**src/rtl/seg_pkg.sv**
```systemverilog
// seg_pkg: glyph table, blank pattern and scan FSM states shared by the seven-segment scanner
package seg_pkg;

    localparam logic [6:0] SEG_BLANK = 7'b1111111;

    // Active-low hex glyphs, bit order gfedcba, indexed by nibble value
    localparam logic [6:0] GLYPH [16] = '{
        7'b1000000, 7'b1111001, 7'b0100100, 7'b0110000,
        7'b0011001, 7'b0010010, 7'b0000010, 7'b1111000,
        7'b0000000, 7'b0010000, 7'b0001000, 7'b0000011,
        7'b1000110, 7'b0100001, 7'b0000110, 7'b0001110
    };

    typedef enum logic {
        ST_BLANK,
        ST_SHOW
    } state_t;

endpackage

```
**src/rtl/hex_to_seg.sv**
```systemverilog
// hex_to_seg: combinational nibble to active-low seven-segment glyph decoder
module hex_to_seg
    import seg_pkg::*;
(
    input  logic [3:0] nib,
    output logic [6:0] seg
);

    assign seg = GLYPH[nib];

endmodule

```
**src/rtl/seg_scan_ctrl.sv**
```systemverilog
// seg_scan_ctrl: multiplexed seven-segment scanner with frame-synchronous load handshake
module seg_scan_ctrl
    import seg_pkg::*;
#(
    parameter int DIGITS    = 4,
    parameter int DWELL     = 50000,
    parameter int BLANK_CYC = 2
) (
    input  logic                  clk,
    input  logic                  rst,
    input  logic                  load,
    input  logic [4*DIGITS-1:0]   data,
    input  logic                  lzb,
    output logic                  ready,
    output logic [6:0]            segments,
    output logic [DIGITS-1:0]     anodes,
    output logic                  frame
);

    localparam int CMAX = DWELL > BLANK_CYC ? DWELL : BLANK_CYC;
    localparam int CW   = $clog2(CMAX);
    localparam int IW   = DIGITS > 1 ? $clog2(DIGITS) : 1;
    localparam logic [CW-1:0] SHOW_LAST  = CW'(DWELL - 1);
    localparam logic [CW-1:0] BLANK_LAST = CW'(BLANK_CYC - 1);
    localparam logic [IW-1:0] IDX_LAST   = IW'(DIGITS - 1);

    state_t              state, state_nx;
    logic [CW-1:0]       cnt, cnt_nx;
    logic [IW-1:0]       idx, idx_nx;
    logic [4*DIGITS-1:0] disp, pend;
    logic                pend_vld;
    logic [6:0]          glyph;
    logic [DIGITS-1:0]   zero_hi;
    logic                suppress;

    // Scan state register: phase, dwell counter and digit index
    always_ff @(posedge clk) begin
        if (rst) begin
            state <= ST_BLANK;
            cnt   <= '0;
            idx   <= '0;
        end else begin
            state <= state_nx;
            cnt   <= cnt_nx;
            idx   <= idx_nx;
        end
    end

    // Next phase: BLANK for BLANK_CYC cycles, then SHOW for DWELL cycles, advancing the digit on leaving SHOW
    always_comb begin
        state_nx = state;
        cnt_nx   = cnt + 1'b1;
        idx_nx   = idx;
        if (state == ST_BLANK && cnt == BLANK_LAST) begin
            state_nx = ST_SHOW;
            cnt_nx   = '0;
        end else if (state == ST_SHOW && cnt == SHOW_LAST) begin
            state_nx = ST_BLANK;
            cnt_nx   = '0;
            idx_nx   = idx == IDX_LAST ? '0 : idx + 1'b1;
        end
    end

    hex_to_seg u_dec (
        .nib (disp[{idx, 2'b00} +: 4]),
        .seg (glyph)
    );

    // zero_hi[i] is set when digit i and every digit above it are zero
    always_comb begin : lz
        logic run;
        run     = 1'b1;
        zero_hi = '0;
        for (int i = DIGITS - 1; i >= 0; i--) begin
            run        = run && disp[4*i +: 4] == 4'h0;
            zero_hi[i] = run;
        end
    end

    assign suppress = lzb && idx != '0 && zero_hi[idx];

    // Registered display outputs and frame pulse, all one cycle behind the scan state
    always_ff @(posedge clk) begin
        if (rst) begin
            segments <= SEG_BLANK;
            anodes   <= '1;
            frame    <= 1'b0;
        end else begin
            segments <= state == ST_SHOW && !suppress ? glyph : SEG_BLANK;
            anodes   <= state == ST_SHOW ? ~(DIGITS'(1) << idx) : '1;
            frame    <= state == ST_SHOW && cnt == SHOW_LAST && idx == IDX_LAST;
        end
    end

    // Load handshake: capture into pending while empty, commit to the display only in the frame cycle
    always_ff @(posedge clk) begin
        if (rst) begin
            disp     <= '0;
            pend     <= '0;
            pend_vld <= 1'b0;
        end else begin
            if (frame && pend_vld) begin
                disp     <= pend;
                pend_vld <= 1'b0;
            end
            if (load && !pend_vld) begin
                pend     <= data;
                pend_vld <= 1'b1;
            end
        end
    end

    assign ready = !pend_vld;

endmodule

```
**config.mk**
```make
export PLATFORM = sky130hd
export DESIGN_NAME = seg_scan_ctrl
export DESIGN_NICKNAME = d
export VERILOG_FILES = /design/src/rtl/seg_pkg.sv /design/src/rtl/hex_to_seg.sv /design/src/rtl/seg_scan_ctrl.sv
export SDC_FILE = /design/constraint.sdc
export NUM_CORES = 1
export LEC_CHECK = 0
export ABC_AREA = 1
export CAP_MARGIN = 10
export CORE_AREA = 5 5 82 84
export CTS_BUF_LIST = sky130_fd_sc_hd__clkbuf_4
export DETAILED_ROUTE_END_ITERATION = 8
export DIE_AREA = 0 0 87 89
export PLACE_DENSITY = 0.71
export SYNTH_ARGS = -nofsm -noshare
export SYNTH_HDL_FRONTEND = slang
export SYNTH_SLANG_ARGS = --single-unit
```
**constraint.sdc**
```tcl
create_clock -name clk -period 2.8 [get_ports clk]
set_input_delay 0.28 -clock clk [delete_from_list [all_inputs] [get_ports clk]]
set_output_delay 0.28 -clock clk [all_outputs]
set_load 0.02 [all_outputs]
```
==> results.txt <==
row cnt: 28
leakage power: 1.42 nW
R2R Setup Slk: 850 ps
minimum clock period: 1950 ps
crit path buf inv count: 3
Setup crit start kind: flip-flop
ys async rst share: 0
area fraction of the dominant cell type after synthesis: 0.445
I/O Buffers: 32
part of the cycle the worst path needs: 0.698
post-synth cell types: 24
Setup violations, final: 0
core area: 5850 sq um
Mapped Area: 2880 sq um
Die H: 89 um
met3 wire len: 281 um
Slew HR: 0.681
crit-path max FO: 14
slew of the pin with the lowest slew margin: 478 ps
Worst Path Required: 3070 ps
syn nets: 439
NumNets Final: 474
Worst R2R End: segments[3]$_SDFF_PP1_
max-slew violation count: 0
Seq cells post-synth: 64
Hold Path End: disp[11]$_SDFFE_PP0P_
# DRC: 0
CTS tree: yes
Synth Warn #: 0
fill count: 556
HP Start: disp[11]$_SDFFE_PP0P_
largest net degree at the start of global routing: 37
RSZ-0062 raised after global routing: false
WL met2: 2590 um
Max Root-Sink Buffers: 2
fmax: 512 MHz
synth top area cells: dfxtp_1, nor2_1, nand2_1, o21ai_0, ha_1
Crit-path slowest cell: dfxtp_1
Post-CTS Hold Buffers: 0
setup TNS: 0 ps
initial cell density of the core: 0.492
status: finished, final reports clean
H-tree Lvls: 3
Syn Area/Cell: 7.08 sq um
Num CTS Buffers: 9
register area share after synthesis: 0.445
first-pass iteration count of the detailed router: 4
Via density: 4.84
Layout Utilization: 0.591
initial antenna violation count: 0
total track usage: 0.168
io pins: 33
delay-heaviest family, CP: flip-flops
hold depth: 2
fin cells: 522
wire length per cell: 10.8 um
kind of critical path: flip-flop to flip-flop
DP Worst Slack: 897 ps
RePlAce Congestion: 0.855
Hold WC Path Type: flip-flop to flip-flop
Max Cap Viol: 0
gr ovfl total: 0
Slowest Stage Delay on Critical Path: 630 ps
Detail Route Antenna Nets: 0
worst vdd ir: 0.306 mV
EDFF count, synth: 0
clock latency on the worst-skew pair: 400 ps
Initial DRC Count: 161
Setup crit end kind: flip-flop
final hold vios: 0
most common cell in the synthesized netlist: nor2_1
post-cts gate resize count: 0
uppermost layer routed: met4
Routed Wire Length: 5650 um
Power Density: 591 nW/um^2
leading area contributor after synthesis: dfxtp_1
top_reg_cell synth: dfxtp_1
CP cell instances: inv_2, nand2_1, nand3_1, nand2_1, inv_1, ha_1, inv_1, nand2_1, nand3_1, nand3_1
clk_skew: 12.6 ps
P&R area growth vs syn: 20.0%
CTS clk-pin slew, worst paths: 110 ps
Worst Reg2Reg Path Length in Cells: 10
worst r2r src: idx[0]$_SDFFE_PP0P_
Die Area: 7740 sq um
crit path DAT: 2230 ps
Clock Sink Count: 64
setup ws final: 846 ps
Final HPWL DP: 4150 um
vias in the first global route: 2439
layout cells sized above 1: 0.0582
most common library cells after synthesis: nor2_1, nand2_1, dfxtp_1
Vias: 2529
first-pass GRT wire length: 10400 um
ant diodes: 0
Die Wd: 87 um
WL met1: 2650 um
dpl cells: 506
Mapped Cells: 407
clk root buf: clkbuf_4
setup bufs post-CTS: 0
==> worst min-delay path, stage by stage (launching register included) <==
cell     delay, ps
dfxtp_1        320
inv_1           70
a21oi_1         60
==> report_power, final <==
part | switching (W) | internal, W | leakage [nW]
logic | 0.000102 | 0.0000861 | 0.791
clock network | 0.000327 | 0.000550 | 0.104
registers | 0.0000221 | 0.000956 | 0.521
==> worst max-delay path by stage <==
stage,start,endpoint,slack [ps],cells after the start
after floorplan,idx[0]$_SDFFE_PP0P_,segments[2]$_SDFF_PP1_,1320,11
after global placement,idx[0]$_SDFFE_PP0P_,segments[3]$_SDFF_PP1_,990,10
after detailed placement,idx[0]$_SDFFE_PP0P_,segments[3]$_SDFF_PP1_,900,10
after CTS,idx[0]$_SDFFE_PP0P_,segments[3]$_SDFF_PP1_,880,10
after global routing,idx[0]$_SDFFE_PP0P_,segments[3]$_SDFF_PP1_,630,10
final,idx[0]$_SDFFE_PP0P_,segments[3]$_SDFF_PP1_,850,10
==> final cells by class <==
type,instances,area [sq um],area share
clock buffer,10,75.1,0.0217
timing repair buffer,33,328,0.0948
clock inverter,6,131,0.0380
multi-input combinational,305,1440,0.416
inverter,29,109,0.0315
tap,75,93.8,0.0271
sequential,64,1280,0.371
==> cell families (layout without fill, tap and decap cells) <==
group	count (synthesis)	after routing	synth area share
AND/OR/NAND/NOR	240	240	0.340
AO/OA/AOI/OAI	43	43	0.0773
adder cells (fa/ha/maj)	12	12	0.0521
XOR/XNOR	10	10	0.0304
flip-flops	64	64	0.445
buffers and inverters	38	78	0.0556
==> cell usage in the layout, fill, tap and decap left out <==
master / count
nand2_1: 87
clkinvlp_4: 1
ha_1: 12
nand3_1: 29
nor2_2: 1
clkinv_1: 1
o21ai_2: 1
nand3_2: 1
nand4_1: 4
nor3_1: 1
clkbuf_4: 10
dfxtp_1: 64
clkdlybuf4s50_1: 32
a21oi_1: 6
a21oi_2: 1
xor2_1: 7
nand2_2: 2
buf_4: 1
and2_0: 1
xnor2_1: 3
nor2_1: 113
inv_1: 26
bufinv_16: 4
o21ai_0: 35
inv_2: 3
nand3_4: 1
==> metrics by stage <==
step | instance area (sq um) | hold WS (ps) | power [W]
finish | 3460 | 482 | 0.00204
global route | 3460 | 467 | 0.00214
CTS | 3460 | 475 | 0.00206
detailed placement | 3250 | 466 | 0.00119
global placement | 3250 | 451 | 0.00118
floorplan | 2880 | 393 | 0.00111
==> sequential cells by signal, summed over array words and instances (netlist names) <==
name and cells:
pend 16, idx 2, segments 7, frame 1, cnt 16, pend_vld 1
state 1, disp 16, anodes 4
==> metal layers <==
metal | global-route usage | vias to the layer above
li1 | - | 1349
met1 | 0.199 | 1109
met2 | 0.282 | 58
met3 | 0.0369 | 13
met4 | 0.0963 | 0
met5 | 0 | -
(Power assumes the default switching activity.)
